`config.mk`:
```
export PLATFORM = sky130hd
export DESIGN_NAME = sprite_frame_scheduler
export DESIGN_NICKNAME = d
export VERILOG_FILES = /design/src/rtl/sprite_pkg.sv /design/src/rtl/rr_arbiter2.sv /design/src/rtl/sprite_frame_scheduler.sv
export SDC_FILE = /design/constraint.sdc
export NUM_CORES = 1
export LEC_CHECK = 0
export ABC_CLOCK_PERIOD_IN_PS = 3550
export CORE_MARGIN = 10
export CORE_UTILIZATION = 45
export CTS_CLUSTER_SIZE = 24
export DETAILED_ROUTE_END_ITERATION = 8
export GPL_TIMING_DRIVEN = 0
export PLACE_DENSITY = 0.71
export SYNTH_ARGS = -nofsm -noshare
export SYNTH_HDL_FRONTEND = slang
export SYNTH_SLANG_ARGS = --single-unit
```
`constraint.sdc`:
```
create_clock -name clk_in -period 3.55 [get_ports clk_in]
set_input_delay 0.71 -clock clk_in [delete_from_list [all_inputs] [get_ports clk_in]]
set_output_delay 0.71 -clock clk_in [all_outputs]
set_load 0.005 [all_outputs]
```
`src/rtl/sprite_pkg.sv`:
```
// Shared types and helpers for the sprite frame scheduler: packet layout,
// coordinate widths, off-screen packet builder and packet validation.
package sprite_pkg;

    localparam int X_W          = 12;
    localparam int Y_W          = 11;
    localparam int SCREEN_W_DEF = 960;
    localparam int SCREEN_H_DEF = 640;

    typedef struct packed {
        logic [X_W-1:0] box_x;
        logic [Y_W-1:0] box_y;
        logic [X_W-1:0] box_xmax;
        logic [Y_W-1:0] box_ymax;
        logic [X_W-1:0] saber_x;
        logic [Y_W-1:0] saber_y;
    } sprite_pkt_t;

    // Every coordinate parked one past the playfield edge so nothing draws.
    function automatic sprite_pkt_t offscreen_pkt(input logic [X_W-1:0] sw,
                                                  input logic [Y_W-1:0] sh);
        sprite_pkt_t p;
        p.box_x    = sw;
        p.box_y    = sh;
        p.box_xmax = sw;
        p.box_ymax = sh;
        p.saber_x  = sw;
        p.saber_y  = sh;
        return p;
    endfunction

    localparam sprite_pkt_t OFFSCREEN_PKT =
        offscreen_pkt(X_W'(SCREEN_W_DEF), Y_W'(SCREEN_H_DEF));

    function automatic logic pkt_ok(input sprite_pkt_t p,
                                    input logic [X_W-1:0] sw,
                                    input logic [Y_W-1:0] sh);
        return (p.box_xmax >= p.box_x) && (p.box_ymax >= p.box_y) &&
               (p.box_x < sw) && (p.box_xmax < sw) && (p.saber_x < sw) &&
               (p.box_y < sh) && (p.box_ymax < sh) && (p.saber_y < sh);
    endfunction

endpackage

```
`src/rtl/rr_arbiter2.sv`:
```
// Two-requester round-robin arbiter with a registered grant state; a grant
// can be suppressed for a cycle with i_hold without disturbing the rotation.
module rr_arbiter2 (
    input  logic       i_clk,
    input  logic       i_rst,
    input  logic [1:0] i_req,
    input  logic       i_hold,
    output logic [1:0] o_gnt,
    output logic [1:0] o_xfer
);

    typedef enum logic [1:0] {IDLE, GRANT0, GRANT1} arb_state_t;

    arb_state_t r_state;
    arb_state_t w_state_nxt;
    logic       r_last_grant;
    logic       w_last_grant_nxt;
    logic [1:0] w_cand;

    always_ff @(posedge i_clk) begin
        if (i_rst) begin
            r_state      <= IDLE;
            r_last_grant <= 1'b1;
        end else begin
            r_state      <= w_state_nxt;
            r_last_grant <= w_last_grant_nxt;
        end
    end

    always_comb begin
        o_gnt            = 2'b00;
        o_xfer           = 2'b00;
        w_cand           = 2'b00;
        w_state_nxt      = IDLE;
        w_last_grant_nxt = r_last_grant;

        case (r_state)
            GRANT0:  o_gnt = 2'b01;
            GRANT1:  o_gnt = 2'b10;
            default: o_gnt = 2'b00;
        endcase
        if (i_hold) o_gnt = 2'b00;

        o_xfer = i_req & o_gnt;
        if (o_xfer[0])      w_last_grant_nxt = 1'b0;
        else if (o_xfer[1]) w_last_grant_nxt = 1'b1;

        // A requester just served may be presenting a fresh packet next cycle,
        // so it is not re-granted until its valid has been seen again.
        w_cand = i_req & ~o_xfer;
        case (w_cand)
            2'b01:   w_state_nxt = GRANT0;
            2'b10:   w_state_nxt = GRANT1;
            2'b11:   w_state_nxt = w_last_grant_nxt ? GRANT0 : GRANT1;
            default: w_state_nxt = IDLE;
        endcase
    end

endmodule

```
`src/rtl/sprite_frame_scheduler.sv`:
```
// Arbitrates player/opponent sprite updates into per-requester shadow
// registers and commits them to the display-facing registers on new frame.
module sprite_frame_scheduler
    import sprite_pkg::*;
#(
    parameter int SCREEN_W     = SCREEN_W_DEF,
    parameter int SCREEN_H     = SCREEN_H_DEF,
    parameter int STALE_FRAMES = 30
) (
    input  logic              clk_in,
    input  logic              rst_in,
    input  logic              nf_in,
    input  logic [1:0]        req_valid_in,
    output logic [1:0]        req_ready_out,
    input  sprite_pkt_t [1:0] req_pkt_in,
    output sprite_pkt_t       player_pkt_out,
    output sprite_pkt_t       opponent_pkt_out,
    output logic [1:0]        visible_out,
    output logic [1:0]        stale_out,
    output logic [7:0]        reject_count_out
);

    localparam int               AGE_W   = $clog2(STALE_FRAMES + 1);
    localparam logic [AGE_W-1:0] AGE_MAX = AGE_W'(STALE_FRAMES);
    localparam logic [X_W-1:0]   SW      = X_W'(SCREEN_W);
    localparam logic [Y_W-1:0]   SH      = Y_W'(SCREEN_H);
    localparam sprite_pkt_t      OFF_PKT =
        (SCREEN_W == SCREEN_W_DEF && SCREEN_H == SCREEN_H_DEF) ?
        OFFSCREEN_PKT : offscreen_pkt(SW, SH);

    logic [1:0] w_xfer;
    logic [1:0] w_ok;
    logic [7:0] r_rej;

    // Ready is a registered grant, masked by nf_in so no packet can land in
    // the same cycle the shadows are committed.
    rr_arbiter2 u_arb (
        .i_clk  (clk_in),
        .i_rst  (rst_in),
        .i_req  (req_valid_in),
        .i_hold (nf_in),
        .o_gnt  (req_ready_out),
        .o_xfer (w_xfer)
    );

    assign w_ok = {pkt_ok(req_pkt_in[1], SW, SH), pkt_ok(req_pkt_in[0], SW, SH)};

    genvar gi;
    generate
        for (gi = 0; gi < 2; gi++) begin : g_req
            sprite_pkt_t      r_shadow;
            sprite_pkt_t      r_active;
            logic             r_dirty;
            logic             r_stale;
            logic [AGE_W-1:0] r_age;
            logic [AGE_W-1:0] w_age_inc;

            assign w_age_inc = (r_age >= AGE_MAX) ? AGE_MAX : r_age + AGE_W'(1);

            always_ff @(posedge clk_in) begin
                if (rst_in) begin
                    r_shadow <= OFF_PKT;
                    r_active <= OFF_PKT;
                    r_dirty  <= 1'b0;
                    r_stale  <= 1'b1;
                    r_age    <= AGE_MAX;
                end else if (nf_in) begin
                    if (r_dirty) begin
                        r_active <= r_shadow;
                        r_age    <= '0;
                        r_dirty  <= 1'b0;
                        r_stale  <= 1'b0;
                    end else begin
                        r_age   <= w_age_inc;
                        r_stale <= (w_age_inc >= AGE_MAX);
                        if (w_age_inc >= AGE_MAX) r_active <= OFF_PKT;
                    end
                end else if (w_xfer[gi] && w_ok[gi]) begin
                    r_shadow <= req_pkt_in[gi];
                    r_dirty  <= 1'b1;
                end
            end
        end
    endgenerate

    always_ff @(posedge clk_in) begin
        if (rst_in) begin
            r_rej <= 8'd0;
        end else if (|(w_xfer & ~w_ok) && (r_rej != 8'hFF)) begin
            r_rej <= r_rej + 8'd1;
        end
    end

    assign player_pkt_out   = g_req[0].r_active;
    assign opponent_pkt_out = g_req[1].r_active;
    assign stale_out        = {g_req[1].r_stale, g_req[0].r_stale};
    assign visible_out      = ~stale_out;
    assign reject_count_out = r_rej;

endmodule

```
==> impl_summary.txt, run 1 <==
----------------------------------------------------
[Status]
  Status ... finished, final reports clean

[CTS]
  H-tree level count ... 1
  Worst skew pair latency ... 0.56 ns
  Hold-fix buffer count after cts ... 0
  Clock sink count ... between 300 and 400
  Maximum buffer depth of the clock tree ... 3
  Clock root cell ... sky130_fd_sc_hd__clkbuf_16
  Total clock buffers created by CTS ... 30
  Clock-pin slew on the worst setup and hold paths ... ~0.060 ns
  CTS tree ... done

[Timing]
  Final period util ... 0.942
  Worst setup skew after layout ... between 0.02 and 0.03 ns
  Min cycle time layout ... 3.34 ns
  Slew HR ... 0.471
  Transition at the pin with the smallest max-transition slack ... around 0.8 ns
  Final setup slack of the worst path ... between 0.2 and 0.25 ns
  Hold slack final ... about 0.45 ns
  Final count of negative-setup-slack endpoints ... 0
  Number of failing hold endpoints at the final stage ... 0
  RSZ-0062 raised after global routing ... false
  Maximum clock frequency ... ~300 MHz
  Max-slew violation count ... 0

[Placement]
  Count of input and output buffers ... 294
  Placed cell area ... roughly 15000 um^2
  Placed wire-length estimate after detailed placement ... between 20000 and 30000 um
  Post-placement worst setup slack ... -0.723 ns
  Routability Congestion ... 0.888

[Logic synthesis]
  Number of synthesized flops with an enable pin ... 0
  Post-synth top area share ... 0.511
  Yosys warning total ... 0
  Count of different cell masters after synthesis ... 50
  Top-count cell post-synth ... sky130_fd_sc_hd__dfxtp_1
  Cells after synthesis ... about 1300
  Primary flip-flop cell chosen by synthesis mapping ... sky130_fd_sc_hd__dfxtp_1
  Synthesized net count ... 1445
  Top cells by area, synth ... sky130_fd_sc_hd__dfxtp_1, sky130_fd_sc_hd__a22oi_1, sky130_fd_sc_hd__ha_1
  Ranking of synthesized cells by instance count ... sky130_fd_sc_hd__dfxtp_1, sky130_fd_sc_hd__nor2_1, sky130_fd_sc_hd__nand2_1
  Synth Area per Inst ... ~9.4 um^2
  Yosys top cell by area ... sky130_fd_sc_hd__dfxtp_1
  Netlist Area Pre-Place ... around 12000 um^2
  Fraction of registers with async set or reset after synthesis ... 0
  Sequential fraction of the synthesis area ... 0.511
  Number of register bits inferred by synthesis ... 301

[Routing]
  Average routed wire per standard cell ... slightly below 20 um
  Antenna viol nets, final ... 0
  DRC violation total after the first TritonRoute iteration ... between 800 and 900
  Post-detailed-routing wire length ... roughly 38000 um
  Routed vias/inst ... around 5.4
  Via count ... approximately 10000
  Total iterations of the first detailed-routing run ... 6
  Drc violations ... 0

[GRT]
  Total gr overflow ... 0
  Total routing resource utilization after global routing ... 0.215
  Antenna violations before repair ... 3
  Global-route wire length before repair ... 58100 um
  Maximum number of pins on one net before global-route repair ... 16
  Number of global-route vias before repair ... roughly 10000

[Critical path]
  Crit Reg-Reg Endpoint ... opponent_pkt_out[61]
  Register-to-Register Path Depth ... 10
  R2R Setup Slk ... 0.43 ns
  Worst endpoint data arrival time ... 3.77 ns
  CP startpoint kind ... input port
  Crit path required time ... between 3 and 4 ns
  Worst reg2reg startpoint ... g_req[1].r_age[0]
  Category of the most critical setup path ... in -> reg
  Worst setup EP type ... flop
  Maximum fanout count along the critical path ... 10

[Hold path]
  Launch point of the worst hold path ... g_req[0].r_shadow[14]
  Number of cells on the worst hold path ... 2
  Classification of the worst-slack hold path ... reg -> reg
  Sink of the worst hold path ... g_req[0].r_shadow[14]

[Floorplan]
  Effective utilization at floorplan ... 0.455
  Area of the die ... 33100 um^2
  Area of the core ... 25900 um^2
  Number of top-level pins ... approximately 300
  Die width ... 182 um
  Die Ht ... 182 um
  Number of rows created at floorplan ... a little under 60

[Power]
  Leakage power of the design ... about 6 nW
  Worst VDD drop ... around 0.42 mV
  Total Power ... 7.51 mW
  P per Cell Area ... 463 nW/um^2

[Finish]
  Layout cells sized above 1 ... 0.0563
  Share of the core filled with cells in the final layout ... 0.627
  Fill cells ... roughly 2200
  Final-stage net count ... roughly 1800
  Area Growth Syn to Fin ... 37.8%
  Design area ... approximately 16000 um^2

[Run]
  Max_cap viols ... 0

----------------------------------------------------
==> placed cells by master (no fill, tap or decap), types with 3 or more instances in the layout <==
cell                              Yosys  routed
sky130_fd_sc_hd__a211o_1             21      21
sky130_fd_sc_hd__a211oi_1             4       3
sky130_fd_sc_hd__a21o_1               8       8
sky130_fd_sc_hd__a21oi_1             72      72
sky130_fd_sc_hd__a221o_1             36      36
sky130_fd_sc_hd__a22oi_1            102     102
sky130_fd_sc_hd__and2_1              19      19
sky130_fd_sc_hd__and3_1               6       6
sky130_fd_sc_hd__buf_1                5       5
sky130_fd_sc_hd__buf_12               5       5
sky130_fd_sc_hd__buf_2                7       7
sky130_fd_sc_hd__buf_4                3       3
sky130_fd_sc_hd__bufinv_16            0       4
sky130_fd_sc_hd__clkbuf_1            66      62
sky130_fd_sc_hd__clkbuf_16            0      30
sky130_fd_sc_hd__clkbuf_2             0       7
sky130_fd_sc_hd__clkbuf_8             0       5
sky130_fd_sc_hd__clkdlybuf4s50_1      0     294
sky130_fd_sc_hd__clkinv_2             0       5
sky130_fd_sc_hd__clkinvlp_4           0       6
sky130_fd_sc_hd__dfxtp_1            301     301
sky130_fd_sc_hd__ha_1                51      51
sky130_fd_sc_hd__inv_1               55      55
sky130_fd_sc_hd__mux2_1               4       4
sky130_fd_sc_hd__mux2_2               3       3
sky130_fd_sc_hd__mux2i_1             44      44
sky130_fd_sc_hd__nand2_1            136     136
sky130_fd_sc_hd__nand2b_1             8       8
sky130_fd_sc_hd__nand3_1             18      18
sky130_fd_sc_hd__nand3b_1            19      19
sky130_fd_sc_hd__nand4_1             15      15
sky130_fd_sc_hd__nor2_1             159     157
sky130_fd_sc_hd__nor2b_1             26      26
sky130_fd_sc_hd__nor3_1               6       6
sky130_fd_sc_hd__o21ai_0             17      17
sky130_fd_sc_hd__or4_1                3       3
==> flip-flops by register name, indices dropped and copies added (netlist names) <==
register / cells
u_arb.r_state: 2
opponent_pkt_out: 69
player_pkt_out: 69
g_req.r_stale: 2
reject_count_out: 8
g_req.r_dirty: 2
g_req.r_shadow: 138
u_arb.r_last_grant: 1
g_req.r_age: 10
==> where the power goes <==
part | internal, mW | switching (mW) | leakage, nW
logic | 0.366 | 0.359 | 3.19
registers | 3.44 | 0.0434 | 2.44
clock network | 1.95 | 1.36 | 0.497
==> worst max path at each step <==
stage | endpoint | slack [ns] | start | cells past startpoint
2_1_floorplan | g_req[1].r_shadow[20] | 0.60 | req_pkt_in[103] | 12
3_3_place_gp | g_req[0].r_shadow[68] | -0.77 | req_pkt_in[34] | 12
3_5_place_dp | g_req[0].r_shadow[21] | -0.72 | req_pkt_in[34] | 12
4_1_cts | g_req[0].r_shadow[63] | -0.02 | req_pkt_in[34] | 13
5_1_grt | g_req[0].r_shadow[37] | 0.03 | req_pkt_in[34] | 12
6_report | reject_count_out[5] | 0.21 | req_pkt_in[34] | 12
==> per-layer routing <==
metal / track usage / up-vias / part of all wire
met4: 0.0680 / 2 / 0.029
met1: 0.273 / 4965 / 0.43
met3: 0.0616 / 66 / 0.079
li1: - / 5040 / -
met5: 0 / - / 0.00045
met2: 0.345 / 366 / 0.46
==> logic make-up (layout without fill, tap and decap cells) <==
| kind of cell | after synthesis | in the layout | synth area share |
|---|---|---|---|
| AO/OA/AOI/OAI | 278 | 278 | 0.169 |
| XOR/XNOR | 2 | 2 | 0.00149 |
| adder cells (fa/ha/maj) | 51 | 51 | 0.0541 |
| buffers and inverters | 143 | 492 | 0.0554 |
| flip-flops | 301 | 301 | 0.511 |
| multiplexers | 51 | 51 | 0.0440 |
| other | 0 | 2 | 0 |
| AND/OR/NAND/NOR | 425 | 425 | 0.165 |
==> metrics by stage <==
stage	TNS, ns	instances
5_1_grt	0	1937
4_1_cts	-0.0635	1935
2_1_floorplan	0	1251
3_3_place_gp	-63.96	1880
6_report	0	1937
3_5_place_dp	-63.66	1880
==> cell type report <==
class | count | area, um^2 | area share
diodes | 2 | 5.00 | 0.000308
inverters | 55 | 206 | 0.0127
flip-flops and latches | 301 | 6030 | 0.371
clock inverters | 17 | 215 | 0.0133
plain buffers | 88 | 455 | 0.0280
multi-input cells | 807 | 5140 | 0.316
repair buffers | 294 | 2940 | 0.181
well taps | 335 | 419 | 0.0258
clock buffers | 38 | 831 | 0.0512
==> worst max-delay path: stages <==
cell and delay [ns]:
sky130_fd_sc_hd__clkdlybuf4s50_1 0.48, sky130_fd_sc_hd__inv_1 0.05, sky130_fd_sc_hd__ha_1 0.27, sky130_fd_sc_hd__nand2b_1 0.17, sky130_fd_sc_hd__a2111oi_2 0.44, sky130_fd_sc_hd__a2111oi_0 0.14, sky130_fd_sc_hd__a2111oi_1 0.45, sky130_fd_sc_hd__a211oi_2 0.16
sky130_fd_sc_hd__o22ai_1 0.24, sky130_fd_sc_hd__buf_2 0.24, sky130_fd_sc_hd__nand3_1 0.10, sky130_fd_sc_hd__mux2_1 0.32
==> repair_timing <==
item / CTS / global route
pin swaps: 0 / 1
endpoints found under the setup margin: 40 / 103
resized for setup: 9 / 8
setup buffers: 0 / 0
Note: power is estimated with default switching activity, not from simulation.
==> run 2: changes to the inputs <==
--- a/config.mk
+++ b/config.mk
@@ -12,6 +12,7 @@
 export DETAILED_ROUTE_END_ITERATION = 8
 export GPL_TIMING_DRIVEN = 0
 export PLACE_DENSITY = 0.71
+export SLEW_MARGIN = 20
 export SYNTH_ARGS = -nofsm -noshare
 export SYNTH_HDL_FRONTEND = slang
 export SYNTH_SLANG_ARGS = --single-unit
==> results of run 2 <==
Same layout as run 1: the final DEF is identical, and so are final timing and power.
